[src/rtl/ws2812_pkg.sv]
// Shared WS2812 definitions: 200 MHz protocol timing, receiver FSM encoding,
// and the GRB<->RGB byte order used by both transmitter and receiver.
package ws2812_pkg;

  localparam int WS_T0H    = 80;
  localparam int WS_T1H    = 160;
  localparam int WS_TBIT   = 250;
  localparam int WS_TRESET = 10000;

  typedef enum logic [1:0] {
    ST_SYNC = 2'd0,
    ST_LOW  = 2'd1,
    ST_HIGH = 2'd2
  } rx_state_e;

  // Wire order is G,R,B; both directions only swap the top two bytes.
  function automatic logic [23:0] rgb2grb(input logic [23:0] rgb);
    return {rgb[15:8], rgb[23:16], rgb[7:0]};
  endfunction

  function automatic logic [23:0] grb2rgb(input logic [23:0] grb);
    return {grb[15:8], grb[23:16], grb[7:0]};
  endfunction

endpackage

[src/rtl/ws2812_rx_if.sv]
// Serial line in, decoded pixel stream and status out.
interface ws2812_rx_if #(
  parameter int IDX_W = 10
) ();
  logic             ws;
  logic [23:0]      RGB_data;
  logic             dv;
  logic [IDX_W-1:0] pixel_idx;
  logic             frame_end;
  logic             err;
  logic             locked;

  modport master (output ws, input RGB_data, dv, pixel_idx, frame_end, err, locked);
  modport slave  (input ws, output RGB_data, dv, pixel_idx, frame_end, err, locked);
endinterface

[src/rtl/ws2812_rx_sync_edge.sv]
// Two-flop synchroniser for the async ws line, registered level and
// single-cycle rise/fall pulses derived from it.
module ws_sync_edge (
  input  logic clk,
  input  logic restn,
  input  logic ws_i,
  output logic ws_s_o,
  output logic rise_o,
  output logic fall_o
);
  logic s1_q, s2_q, prev_q;

  always_ff @(posedge clk) begin
    if (!restn) begin
      s1_q   <= 1'b0;
      s2_q   <= 1'b0;
      prev_q <= 1'b0;
    end else begin
      s1_q   <= ws_i;
      s2_q   <= s1_q;
      prev_q <= s2_q;
    end
  end

  assign ws_s_o = s2_q;
  assign rise_o = s2_q & ~prev_q;
  assign fall_o = ~s2_q & prev_q;
endmodule

[src/rtl/ws2812_rx.sv]
// WS2812 receiver: measures each high pulse, assembles 24-bit GRB words,
// emits RGB pixels with a per-frame index, and frames on the reset gap.
module ws2812_rx
  import ws2812_pkg::*;
#(
  parameter int T_MIN_HIGH = 30,
  parameter int T_THRESH   = (WS_T0H + WS_T1H) / 2,
  parameter int T_MAX_HIGH = 300,
  parameter int T_RESET    = WS_TRESET,
  parameter int IDX_W      = 10
) (
  input  logic        clk,
  input  logic        restn,
  ws2812_rx_if.slave  bus
);
  localparam logic [8:0]  HI_MIN    = 9'(T_MIN_HIGH);
  localparam logic [8:0]  HI_THR    = 9'(T_THRESH);
  localparam logic [8:0]  HI_MAX_M1 = 9'(T_MAX_HIGH - 1);
  localparam logic [13:0] LO_RST    = 14'(T_RESET);
  localparam logic [13:0] LO_RST_M1 = 14'(T_RESET - 1);

  logic ws_s, rise, fall;

  ws_sync_edge u_sync (
    .clk    (clk),
    .restn  (restn),
    .ws_i   (bus.ws),
    .ws_s_o (ws_s),
    .rise_o (rise),
    .fall_o (fall)
  );

  rx_state_e        state_q;
  logic [13:0]      lo_q;
  logic [8:0]       hi_q;
  logic [4:0]       bit_q;
  logic [23:0]      grb_q;
  logic             done_q;
  logic [23:0]      rgb_q;
  logic             dv_q, fe_q, err_q, locked_q;
  logic [IDX_W-1:0] idx_q;

  always_ff @(posedge clk) begin
    if (!restn) begin
      state_q  <= ST_SYNC;
      lo_q     <= '0;
      hi_q     <= '0;
      bit_q    <= '0;
      grb_q    <= '0;
      done_q   <= 1'b0;
      rgb_q    <= '0;
      dv_q     <= 1'b0;
      fe_q     <= 1'b0;
      err_q    <= 1'b0;
      locked_q <= 1'b0;
      idx_q    <= '0;
    end else begin
      done_q <= 1'b0;
      dv_q   <= done_q;
      fe_q   <= 1'b0;
      err_q  <= 1'b0;
      if (done_q) rgb_q <= grb2rgb(grb_q);
      // Index stays put for the dv cycle itself, then advances.
      if (dv_q && idx_q != '1) idx_q <= idx_q + IDX_W'(1);

      case (state_q)
        ST_SYNC: begin
          if (ws_s) begin
            lo_q <= '0;
          end else if (lo_q >= LO_RST_M1) begin
            // Counter parks at LO_RST so LOW does not see a fresh crossing.
            lo_q     <= LO_RST;
            bit_q    <= '0;
            idx_q    <= '0;
            locked_q <= 1'b1;
            state_q  <= ST_LOW;
          end else begin
            lo_q <= lo_q + 14'd1;
          end
        end
        ST_LOW: begin
          if (rise) begin
            hi_q    <= 9'd1;  // counts high samples, including the rising one
            state_q <= ST_HIGH;
          end else if (lo_q == LO_RST_M1) begin
            lo_q  <= LO_RST;
            fe_q  <= 1'b1;
            err_q <= (bit_q != 5'd0);
            bit_q <= '0;
            idx_q <= '0;
          end else if (lo_q < LO_RST) begin
            lo_q <= lo_q + 14'd1;
          end
        end
        ST_HIGH: begin
          if (fall) begin
            lo_q    <= 14'd1;
            state_q <= ST_LOW;
            if (hi_q < HI_MIN) begin
              err_q <= 1'b1;
            end else begin
              grb_q <= {grb_q[22:0], hi_q >= HI_THR};
              if (bit_q == 5'd23) begin
                bit_q  <= '0;
                done_q <= 1'b1;
              end else begin
                bit_q <= bit_q + 5'd1;
              end
            end
          end else if (hi_q >= HI_MAX_M1) begin
            err_q    <= 1'b1;
            bit_q    <= '0;
            lo_q     <= '0;
            locked_q <= 1'b0;
            state_q  <= ST_SYNC;
          end else if (hi_q != '1) begin
            hi_q <= hi_q + 9'd1;
          end
        end
        default: begin
          state_q  <= ST_SYNC;
          locked_q <= 1'b0;
          lo_q     <= '0;
        end
      endcase
    end
  end

  assign bus.RGB_data  = rgb_q;
  assign bus.dv        = dv_q;
  assign bus.pixel_idx = idx_q;
  assign bus.frame_end = fe_q;
  assign bus.err       = err_q;
  assign bus.locked    = locked_q;
endmodule

[src/flat_wrapper.sv]
// flat-port wrapper written by rule: the top's interface ports become plain ports
module ws2812_rx_flat import ws2812_pkg::*;
#(
  parameter int T_MIN_HIGH = 30,
  parameter int T_THRESH   = (WS_T0H + WS_T1H) / 2,
  parameter int T_MAX_HIGH = 300,
  parameter int T_RESET    = WS_TRESET,
  parameter int IDX_W      = 10
)
  (clk, restn, bus_ws, bus_RGB_data, bus_dv, bus_pixel_idx, bus_frame_end, bus_err, bus_locked);
  ws2812_rx_if #(.IDX_W(IDX_W)) bus_i ();
  input  logic clk;
  input  logic restn;
  input wire logic [$bits(bus_i.ws)-1:0] bus_ws;
  output wire logic [$bits(bus_i.RGB_data)-1:0] bus_RGB_data;
  output wire logic [$bits(bus_i.dv)-1:0] bus_dv;
  output wire logic [$bits(bus_i.pixel_idx)-1:0] bus_pixel_idx;
  output wire logic [$bits(bus_i.frame_end)-1:0] bus_frame_end;
  output wire logic [$bits(bus_i.err)-1:0] bus_err;
  output wire logic [$bits(bus_i.locked)-1:0] bus_locked;
  assign bus_i.ws = bus_ws;
  assign bus_RGB_data = bus_i.RGB_data;
  assign bus_dv = bus_i.dv;
  assign bus_pixel_idx = bus_i.pixel_idx;
  assign bus_frame_end = bus_i.frame_end;
  assign bus_err = bus_i.err;
  assign bus_locked = bus_i.locked;
  ws2812_rx #(.T_MIN_HIGH(T_MIN_HIGH), .T_THRESH(T_THRESH), .T_MAX_HIGH(T_MAX_HIGH), .T_RESET(T_RESET), .IDX_W(IDX_W)) u_core (.clk(clk), .restn(restn), .bus(bus_i));
endmodule
[config.mk]
export PLATFORM = sky130hd
export DESIGN_NAME = ws2812_rx_flat
export DESIGN_NICKNAME = d
export VERILOG_FILES = /design/src/rtl/ws2812_pkg.sv /design/src/rtl/ws2812_rx_if.sv /design/src/rtl/ws2812_rx_sync_edge.sv /design/src/rtl/ws2812_rx.sv /design/src/flat_wrapper.sv
export SDC_FILE = /design/constraint.sdc
export NUM_CORES = 1
export LEC_CHECK = 0
export ABC_AREA = 1
export CAP_MARGIN = 20
export CELL_PAD_IN_SITES_DETAIL_PLACEMENT = 1
export CELL_PAD_IN_SITES_GLOBAL_PLACEMENT = 1
export CORE_MARGIN = 1.5
export CORE_UTILIZATION = 45
export CTS_CLUSTER_DIAMETER = 40
export DETAILED_ROUTE_END_ITERATION = 6
export PLACE_DENSITY = 0.95
export SLEW_MARGIN = 0
export SYNTH_ARGS = -nofsm -noshare
export SYNTH_HDL_FRONTEND = slang
export SYNTH_SLANG_ARGS = --single-unit
[constraint.sdc]
create_clock -name clk -period 4.3 [get_ports clk]
set_input_delay 0.86 -clock clk [delete_from_list [all_inputs] [get_ports clk]]
set_output_delay 0.86 -clock clk [all_outputs]
set_load 0.02 [all_outputs]
After elaboration in Yosys (flattened, before gate mapping)
Index checks and enable logic that the tools add are counted.
{"block": "op_classes", "bitwise": 9, "n_reduce_logical": 13, "n_eq_ne": 18, "addsub": 4, "n_mux": 47, "order_cmp": 5}
{"cell": "2-to-1 mux 14 bit", "count": 7}
{"cell": "2-to-1 mux 10 bit", "count": 5}
{"cell": "one-hot mux 14 bit (3 select lines)", "count": 1}
{"cell": "2-to-1 mux 5 bit", "count": 8}
{"cell": "2-to-1 mux 9 bit", "count": 4}
{"cell": "one-hot mux 10 bit (2 select lines)", "count": 1}
{"cell": "one-hot mux 9 bit (2 select lines)", "count": 1}
{"cell": "one-hot mux 5 bit (3 select lines)", "count": 1}
{"cell": "adder 14 x 1 -> 14 bit, second input constant", "count": 1}
{"cell": "equality test 14 bit, second input constant", "count": 1}
{"cell": ">= comparator 14 bit, second input constant", "count": 1}
{"cell": "less-than comparator 14 bit, second input constant", "count": 1}
{"cell": "2-to-1 mux 1 bit", "count": 11}
{"cell": "adder 10 x 1 -> 10 bit, second input constant", "count": 1}
{"cell": "2-to-1 mux 2 bit", "count": 5}
{"cell": "!= test 10 bit, second input constant", "count": 1}
{"cell": "!= test 2 x 1 -> 1 bit, second input constant", "count": 5}
{"cell": "AND reduction 5 bit", "count": 2}
{"cell": "adder 9 x 1 -> 9 bit, second input constant", "count": 1}
{"cell": ">= comparator 9 x 7 -> 1 bit, second input constant", "count": 1}
{"cell": ">= comparator 9 bit, second input constant", "count": 1}
{"cell": "less-than comparator 9 x 5 -> 1 bit, second input constant", "count": 1}
{"cell": "!= test 9 bit, second input constant", "count": 1}
{"cell": "!= test 2 bit, second input constant", "count": 4}
{"cell": "other kinds (21)", "count": 30}
{"block": "totals", "register_bits": 96}

Logic depth before layout (Yosys ltp)
Gate-level depths: netlist (run 1).
{"block": "depth", "ltp_word": 6, "mapped_depth": 13}

By module
From an unflattened synthesis (run 1), not the netlist that was laid out.
{"block": "hier_totals", "hier_cells": 684, "area_unflattened_um2": 4653.2}
{"module": "ws2812_rx", "seq_area_each_um2": 1861.8, "area_per_inst_um2": 4553.1, "instances": 1, "cells_per_inst": 671}
{"module": "ws_sync_edge", "seq_area_each_um2": 60.1, "area_per_inst_um2": 100.1, "instances": 1, "cells_per_inst": 13}

Worst setup path before layout (run 1)
OpenSTA, ideal clock, no wires.
{"block": "synth_timing", "kind": "register to register", "start": "register u_core.idx_q[0], in the netlist u_core.bus.pixel_idx[0]", "end": "register u_core.idx_q[4], in the netlist u_core.bus.pixel_idx[4]", "t_arrival_ns": 1.598, "period_less_slack_ns": 1.716, "setup_time_ns": 0.118, "setup_slack_ns": 2.584, "required_ns": 4.182, "stages_incl_launch_ff": 12, "cell_sequence": "dfxtp_1 ha_1 inv_1 nor2_1 nand3_1 nor2_1 nand2_1 nand2_2 inv_1 nand2_1 xor2_1 nor2_1"}
{"block": "synth_between", "elab_chain_len": 6}
{"element": "start, declared", "line_no": "ws2812_rx.sv:41", "text": "logic [IDX_W-1:0] idx_q;"}
{"element": "start signal, assigned", "line_no": "ws2812_rx.sv:64", "text": "if (dv_q && idx_q != '1) idx_q <= idx_q + IDX_W'(1);"}
{"element": "parallel branches: the longest is 2 deep, another holds adder 10 x 1 -> 10 bit"}
{"element": "2-to-1 mux 10 bit *", "line_no": "ws2812_rx.sv:64"}
{"element": "2-to-1 mux 10 bit (on tied branches)", "line_no": "ws2812_rx.sv:85, ws2812_rx.sv:70"}
{"element": "2-to-1 mux 10 bit (on tied branches)", "line_no": "ws2812_rx.sv:82, ws2812_rx.sv:68"}
{"element": "one-hot mux 10 bit (2 select lines) *", "line_no": "ws2812_rx.sv:66", "text": "case (state_q)"}
Every way passes the cells marked *.
A chain may end at the register's enable or synchronous reset.

Final worst setup path (run 1)
{"block": "layout_timing", "start": "input restn", "end": "register u_core.done_q"}
{"block": "layout_between", "elab_chain_len": 2}
{"element": "start, declared", "line_no": "flat_wrapper.sv:13", "text": "input logic restn;"}
{"element": "NOT 1 bit (no source line)"}
{"element": "OR reduction 4 bit (no source line)"}
{"element": "end signal, assigned", "line_no": "ws2812_rx.sv:50", "text": "done_q <= 1'b0;"}
{"element": "end signal, assigned", "line_no": "ws2812_rx.sv:58", "text": "done_q <= 1'b0;"}
{"element": "end signal, assigned", "line_no": "ws2812_rx.sv:105", "text": "done_q <= 1'b1;"}
{"element": "end, declared", "line_no": "ws2812_rx.sv:38", "text": "logic done_q;"}
No other way between the ends.

==> results of run 1 <==
==> tightest hold or removal path: stages, from the launching register on <==
cell and delay [ns]:
dfxtp_1 0.32, nand2_1 0.06, inv_1 0.04
==> where the power goes <==
part / internal (mW) / switching (mW)
logic: 0.0487 / 0.117
registers: 0.904 / 0.0198
clock network: 0.253 / 0.362
total: 1.21 / 0.499
==> cell usage in the layout (no fill, tap or decap) <==
| master | count |
|---|---|
| a211oi_1 | 1 |
| a21oi_1 | 65 |
| a21oi_2 | 8 |
| buf_2 | 1 |
| buf_4 | 3 |
| clkbuf_8 | 11 |
| clkdlybuf4s50_1 | 39 |
| clkinv_1 | 1 |
| clkinv_4 | 2 |
| dfxtp_1 | 96 |
| ha_1 | 10 |
| inv_1 | 75 |
| inv_2 | 5 |
| inv_6 | 2 |
| inv_8 | 1 |
| nand2_1 | 125 |
| nand2_2 | 15 |
| nand2_4 | 4 |
| nand3_1 | 33 |
| nand3_4 | 1 |
| nand3b_1 | 2 |
| nand4_1 | 9 |
| nand4_4 | 1 |
| nor2_1 | 71 |
| nor2_4 | 3 |
| nor2_8 | 1 |
| nor3_1 | 9 |
| nor3_2 | 1 |
| nor3b_1 | 1 |
| nor4_1 | 2 |
| o2111ai_1 | 1 |
| o21ai_0 | 56 |
| o21bai_1 | 2 |
| o22ai_1 | 1 |
| xnor2_1 | 6 |
| xor2_1 | 12 |
==> layer usage <==
layer  up-vias  GRT usage [%]  part of all wire (%)
met5         -              0                     0
met4         0           11.9                   3.1
met3        37           4.51                   3.2
met2        84           48.1                    53
met1      2113           29.0                    41
li1       2114              -                     -
==> registers in the layout (all words and copies together) (netlist names) <==
register              count
u_core.bit_q              5
u_core.bus.RGB_data      24
u_core.bus.dv             1
u_core.bus.err            1
u_core.bus.frame_end      1
u_core.bus.locked         1
u_core.bus.pixel_idx     10
u_core.done_q             1
u_core.grb_q             24
u_core.hi_q               9
u_core.lo_q              14
u_core.state_q            2
u_core.u_sync.prev_q      1
u_core.u_sync.s1_q        1
u_core.u_sync.ws_s_o      1
==> logic make-up (layout without fill, tap and decap cells) <==
logic type / after synthesis / after routing / synth area share, %
AO/OA/AOI/OAI: 134 / 134 / 15.4
XOR/XNOR: 18 / 18 / 3.41
adder cells (fa/ha/maj): 10 / 10 / 2.71
AND/OR/NAND/NOR: 278 / 278 / 27.7
flip-flops: 96 / 96 / 41.6
buffers and inverters: 103 / 140 / 9.25
==> worst paths after layout <==
path | cells after the start | end | slack [ns]
worst max register to register | 10 | u_core.bit_q[3]$_SDFFE_PN0P_ | 1.71
worst min register to register | 2 | u_core.u_sync.ws_s_o$_SDFF_PN0_ | 0.45
worst min-delay path | 2 | u_core.u_sync.ws_s_o$_SDFF_PN0_ | 0.45
worst max-delay path | 4 | u_core.done_q$_SDFF_PP0_ | 1.56
==> area by class of cell <==
type | count | area, sq um | share of cell area (%)
tap | 133 | 166 | 3.15
timing repair buffer | 43 | 418 | 7.91
clock inverter | 5 | 46.3 | 0.876
sequential | 96 | 1920 | 36.4
inverter | 81 | 304 | 5.76
clock buffer | 11 | 151 | 2.87
multi-input combinational | 440 | 2270 | 43.1
==> flow_summary.json, run 1 <==
{
  "drv_slew": 0,
  "first_global_vias": 4697,
  "die_h_microns": 104,
  "dp_cells": 793,
  "max_slew_margin_pct": 34.2,
  "yosysTopAreaCell": "dfxtp_1",
  "layout-drive-gt1-share_pct": 8.73,
  "place_area_sq_um": 5080,
  "vias_per_cell": 5.37,
  "ctsResizeCount": 0,
  "crit_slowest_cell": "clkinv_1",
  "max_freq_mhz": 365,
  "first_pass_iters": 4,
  "avgSynthCellArea_sq_um": 7.24,
  "cp.arrival_ns": 2.99,
  "area_growth_syn_to_layout_pct": 14.2,
  "syn_inst": 639,
  "grt_setup_unrepaired": "no",
  "ant_nets": 0,
  "io_pins": 41,
  "clk_latency_ns": 0.39,
  "syn-cell-area_sq_um": 4620,
  "cts_buffers": 9,
  "finalHoldViolations": 0,
  "finalPower_mw": 1.71,
  "place_ws_ns": 1.19,
  "end_kind": "flop",
  "fp.dieArea_sq_um": 10900,
  "gr-total-overflow": 0,
  "synthesis.yosys.warnings": 0,
  "fin_area_sq_um": 5280,
  "postCtsSetupBuffers": 0,
  "synth_commonest_cells": "nand2_1, dfxtp_1, inv_1, nor2_1, a21oi_1",
  "rows": 36,
  "ctsHtreeMaxLevel": 3,
  "postCtsHoldBufs": 0,
  "synth_most_common_cell": "nand2_1",
  "ys_types": 34,
  "place_congestion": 0.827,
  "cts_tree": "yes",
  "post-route-util_pct": 53.6,
  "worstSetupStartpoint": "restn",
  "cts.sinks": 96,
  "vdd_drop_max_uv": 219,
  "fin_crit_ns": 2.74,
  "vias": 4348,
  "critPathBufInv": 3,
  "synthFlopType": "dfxtp_1",
  "p_per_area_nw_per_um2": 323,
  "clk_pin_slew_ns": 0.10,
  "syn_nets": 652,
  "diodes": 0,
  "drtIter0Drc": 236,
  "setup_ws_ns": 1.56,
  "p_leak_nw": 2.05,
  "path_delay_family": "buffers and inverters",
  "timing.rr.start": "u_core.state_q[0]$_SDFFE_PN0P_",
  "critPathKind": "input pin to flop",
  "cp_cell_sequence": "buf_2 -> buf_4 -> clkinv_1 -> nor4_1",
  "yosys.area.top_type_share_pct": 41.6,
  "cp_data_required_time_ns": 4.55,
  "nets": 684,
  "antenna_found_initial": 0,
  "start_kind": "input pin",
  "grt_pass1_wl_microns": 23000,
  "avgRoutedWirePerCell_microns": 16.9,
  "critPathMaxFanout": 61,
  "cts_max_path_buffers": 2,
  "final_cells": 809,
  "drc": 0,
  "tightestPinTransition_ns": 0.981,
  "port_buffers": 40,
  "hp-class": "flop to flop",
  "cpPeakStageDelay_ns": 0.95,
  "die_x_microns": 104,
  "async_reset_ff_share_pct": 0,
  "ys_seq_area_share_pct": 41.6,
  "clockRootBuffer": "clkbuf_8",
  "setup_violations": 0,
  "synth-seq-cells": 96,
  "synth_area_leaders": "dfxtp_1, nand2_1, a21oi_1",
  "hold_ws_ns": 0.452,
  "synth_enable_flop_cells": 0,
  "start_util_pct": 46.9,
  "grt_start_max_net_pins": 62,
  "setup_tns_ns": 0,
  "min_from": "u_core.u_sync.s1_q$_SDFF_PN0_",
  "wl_microns": 13700,
  "core_area_sq_um": 9860,
  "grt_use_total_pct": 26.1,
  "fill_cells": 1267,
  "finalCritPeriodShare_pct": 63.7,
  "cap_violations": 0,
  "dp_hpwl_microns": 9230,
  "outcome": "finished clean",
  "skew_ns": 0.0209
}
Power figures use the tool's default switching activity.
==> run 2, diff against run 1 <==
- CORE_UTILIZATION: 45 -> 38
- PLACE_DENSITY: 0.95 -> 0.87
- clock period: 4.3 -> 2.4 ns (I/O delays scaled with it)
==> flow_summary.json, run 2 (same netlist as run 1, synthesis figures left out) <==
{
  "finalPower_mw": 3.33,
  "cp_data_required_time_ns": 2.68,
  "fill_cells": 1489,
  "antenna_found_initial": 0,
  "drtIter0Drc": 174,
  "start_util_pct": 38.7,
  "max_slew_margin_pct": 60.8,
  "route.met2.wl_microns": 6310,
  "setup_tns_ns": 0,
  "wl_microns": 12600,
  "die_x_microns": 113,
  "area_growth_syn_to_layout_pct": 17.1,
  "cts_tree": "yes",
  "final_cell_mix": "nand2_1, dfxtp_1, inv_1",
  "critPathKind": "flop to flop",
  "start_kind": "flop",
  "ctsHtreeMaxLevel": 3,
  "postCtsHoldBufs": 0,
  "pwr-share-seq_pct": 49.7,
  "cts_buffers": 9,
  "place_congestion": 0.890,
  "nets": 687,
  "max_freq_mhz": 505,
  "outcome": "finished clean",
  "fin_area_sq_um": 5420,
  "place_area_sq_um": 5140,
  "crit_slowest_cell": "dfxtp_1",
  "power.share.clock_pct": 41.8,
  "end_kind": "flop",
  "io_pins": 41,
  "drc": 0,
  "tightestPinTransition_ns": 0.587,
  "layout-drive-gt1-share_pct": 8.98,
  "vdd_drop_max_uv": 394,
  "cap_violations": 0,
  "post-route-util_pct": 45.3,
  "clk_latency_ns": 0.36,
  "layout_commonest_cell": "nand2_1",
  "hold_ws_ns": 0.417,
  "port_buffers": 40,
  "vias_per_cell": 5.17,
  "ctsResizeCount": 0,
  "hp-class": "flop to flop",
  "clk_pin_slew_ns": 0.07,
  "die_h_microns": 113,
  "top_layer": "met4",
  "finalCritPeriodShare_pct": 82.5,
  "grt_pass1_wl_microns": 21700,
  "p_sw_mw": 0.901,
  "grt_start_max_net_pins": 59,
  "setup_violations": 0,
  "cp_cell_sequence": "ha_1 -> inv_1 -> nor2_1 -> inv_1 -> nor4_1 -> ha_1 -> a21oi_1 -> nand2_2 -> inv_2 -> nand2_1 -> a21oi_1",
  "finalHoldViolations": 0,
  "p_int_mw": 2.43,
  "seqCellArea_sq_um": 1920,
  "p_leak_nw": 2.11,
  "cpPeakStageDelay_ns": 0.35,
  "vias": 4268,
  "avgRoutedWirePerCell_microns": 15.2,
  "critPathMaxFanout": 9,
  "skew_ns": 0.00775,
  "fin_crit_ns": 1.98,
  "rows": 40,
  "fp.dieArea_sq_um": 12800,
  "swShare_pct": 27.1,
  "grt_use_total_pct": 21.0,
  "gr-total-overflow": 0,
  "diodes": 0,
  "wl_met3_microns": 333,
  "cts.sinks": 96,
  "clockRootBuffer": "clkbuf_16",
  "ant_nets": 0,
  "drv_slew": 0,
  "multi_input_area_sq_um": 2270,
  "postCtsSetupBuffers": 0,
  "drt-met1-wl_microns": 5560,
  "first_global_vias": 4453,
  "p_per_area_nw_per_um2": 615,
  "dp_hpwl_microns": 8450,
  "core_area_sq_um": 12000,
  "cts_max_path_buffers": 2,
  "combPwrFrac_pct": 8.5,
  "grt_setup_unrepaired": "no",
  "cp.arrival_ns": 2.26,
  "first_pass_iters": 4
}
run 2: final timing paths:
path	startpoint	to	slack (ns)	depth (start not counted)
hold / removal	u_core.u_sync.s1_q$_SDFF_PN0_	u_core.u_sync.ws_s_o$_SDFF_PN0_	0.42	2
hold reg to reg	u_core.u_sync.s1_q$_SDFF_PN0_	u_core.u_sync.ws_s_o$_SDFF_PN0_	0.42	2
setup reg to reg	u_core.hi_q[0]$_SDFFE_PN0P_	u_core.hi_q[4]$_SDFFE_PN0P_	0.42	11
setup / recovery	u_core.hi_q[0]$_SDFFE_PN0P_	u_core.hi_q[4]$_SDFFE_PN0P_	0.42	11
run 2: worst max-delay path, delay by kind of cell (launching register included):
kind	cells	cell delay [ns]
adders and majority gates	2	0.45
DFF	1	0.35
AOI/OAI and AO/OA	2	0.36
buffers and inverters	3	0.36
and+or+nand+nor	4	0.38
run 2: power groups by stage:
stage	Combinational [mW]	Sequential [mW]	Clock [mW]
after global routing	0.326	1.66	1.47
final	0.284	1.66	1.39
after detailed placement	0.275	1.69	0
after global placement	0.261	1.69	0
after CTS	0.285	1.65	1.42
after floorplan	0.208	1.68	0
run 2: cell type report:
cell class	count	area share [%]
inverter	81	5.61
clock inverter	6	0.901
clock buffer	10	4.23
sequential	96	35.5
tap	147	3.40
multi-input combinational	440	42.0
timing repair buffer	46	8.36
run 2: metal layers:
metal / global-route usage [%] / vias up
li1: - / 2121
met1: 25.1 / 2052
met2: 36.7 / 68
met3: 3.16 / 27
met4: 10.7 / 0
met5: 0 / -
run 2: through the flow:
| stage | instances | setup slack (ns) |
|---|---|---|
| global placement | 810 | 0.597 |
| finish | 826 | 0.420 |
| detailed placement | 810 | 0.471 |
| CTS | 826 | 0.430 |
| global route | 826 | 0.203 |
| floorplan | 639 | 0.684 |
==> run 3, diff against run 2 <==
- clock period: 2.4 -> 1.7 ns (I/O delays scaled with it)
==> flow_summary.json, run 3 (same netlist as run 1, synthesis figures left out) <==
{
  "cts.sinks": 96,
  "p_leak_nw": 2.63,
  "fill_cells": 1425,
  "hold_depth": 2,
  "grt_setup_unrepaired": "yes",
  "clk_latency_ns": 0.37,
  "dp_cells": 844,
  "grt_use_total_pct": 24.2,
  "setup_violations": 43,
  "max_slew_margin_pct": 67.9,
  "final_cell_mix": "nand2_1, dfxtp_1, inv_1",
  "place_ws_ns": -0.176,
  "end_kind": "flop",
  "vias_per_cell": 5.57,
  "max_freq_mhz": 520,
  "area_growth_syn_to_layout_pct": 36.3,
  "postCtsHoldBufs": 0,
  "p_per_area_nw_per_um2": 805,
  "gr-total-overflow": 0,
  "cap_violations": 0,
  "io_pins": 41,
  "place_congestion": 0.899,
  "tightestPinTransition_ns": 0.478,
  "grt_start_max_net_pins": 61,
  "antenna_found_initial": 0,
  "clk_pin_slew_ns": 0.07,
  "core_area_sq_um": 12000,
  "cts_max_path_buffers": 2,
  "hp-class": "flop to flop",
  "ctsHtreeMaxLevel": 3,
  "first_pass_iters": 4,
  "cts_tree": "yes",
  "post-route-util_pct": 52.7,
  "drtIter0Drc": 432,
  "finalHoldViolations": 0,
  "drc": 0,
  "cp_data_required_time_ns": 1.95,
  "drv_slew": 0,
  "die_h_microns": 113,
  "fp.dieArea_sq_um": 12800,
  "avgRoutedWirePerCell_microns": 20.7,
  "wl_microns": 18300,
  "dp_hpwl_microns": 9310,
  "cts_buffers": 9,
  "critPathKind": "flop to flop",
  "critPathMaxFanout": 4,
  "fin_area_sq_um": 6300,
  "fin_crit_ns": 1.92,
  "place_area_sq_um": 5430,
  "die_x_microns": 113,
  "nets": 743,
  "first_global_vias": 4930,
  "ant_nets": 0,
  "reg2reg_depth": 11,
  "cp.arrival_ns": 2.17,
  "clockRootBuffer": "clkbuf_16",
  "multi_input_area_sq_um": 2590,
  "layout_commonest_cell": "nand2_1",
  "start_util_pct": 38.7,
  "grt_pass1_wl_microns": 24800,
  "start_kind": "flop",
  "failed_checks": "negative setup slack",
  "seqCellArea_sq_um": 1960,
  "setup_ws_ns": -0.223,
  "final_cells": 882,
  "diodes": 0,
  "hold_ws_ns": 0.427,
  "layout-drive-gt1-share_pct": 30.2,
  "vdd_drop_max_uv": 661,
  "rows": 40,
  "finalCritPeriodShare_pct": 113,
  "skew_ns": 0.0110,
  "port_buffers": 40,
  "outcome": "complete, but fails checks",
  "vias": 4915
}
run 3: worst max-delay path: stages, from the launching register on:
cell	delay, ns
dfxtp_2	0.37
ha_4	0.16
inv_4	0.04
nor2_4	0.11
inv_2	0.08
nor4_4	0.24
ha_2	0.25
a21oi_2	0.08
nand2_4	0.13
clkinv_2	0.13
nor2_1	0.14
nor2_1	0.07
run 3: report_power, final:
part / leakage (nW) / internal, mW / switching, mW
clock network: 0.140 / 1.04 / 1.09
registers: 0.787 / 2.28 / 0.0506
logic: 1.71 / 0.227 / 0.382
total: 2.63 / 3.55 / 1.53
run 3: final cells by class:
cell class              count  share of cell area, %
inverters                  81                   5.06
repair buffers            101                   15.0
clock buffers               9                   3.57
repair inverters            1                 0.0794
multi-input cells         440                   41.1
flip-flops and latches     96                   31.1
well taps                 147                   2.92
clock inverters             7                   1.17
run 3: worst paths after layout:
kind / to / start / slack [ns]
worst max-delay path: u_core.hi_q[0]$_SDFFE_PN0P_ / u_core.hi_q[0]$_SDFFE_PN0P_ / -0.22
worst min-delay path: u_core.u_sync.ws_s_o$_SDFF_PN0_ / u_core.u_sync.s1_q$_SDFF_PN0_ / 0.43
worst max register to register: u_core.hi_q[0]$_SDFFE_PN0P_ / u_core.hi_q[0]$_SDFFE_PN0P_ / -0.22
worst min register to register: u_core.u_sync.ws_s_o$_SDFF_PN0_ / u_core.u_sync.s1_q$_SDFF_PN0_ / 0.43
run 3: metrics by stage:
stage / total power, mW / setup TNS, ns
after floorplan: 2.67 / 0
after global placement: 2.82 / 0
after detailed placement: 2.85 / -1.75
after CTS: 4.92 / -0.920
after global routing: 5.23 / -7.73
final: 5.08 / -2.73
run 3: layer usage:
layer / track usage, % / vias to the layer above / share of wire (%)
li1: - / 2230 / -
met1: 28.0 / 2434 / 39
met2: 44.6 / 179 / 51
met3: 3.75 / 72 / 4.4
met4: 9.58 / 0 / 4.9
met5: 0 / - / 0
run 3: what timing repair did:
item	4_1_cts	5_1_grt
hold endpoints to repair	0	0
pin swaps	17	28
gates resized for setup	40	114
gates cloned	0	1
endpoints found under the setup margin	47	69
setup buffers	8	14
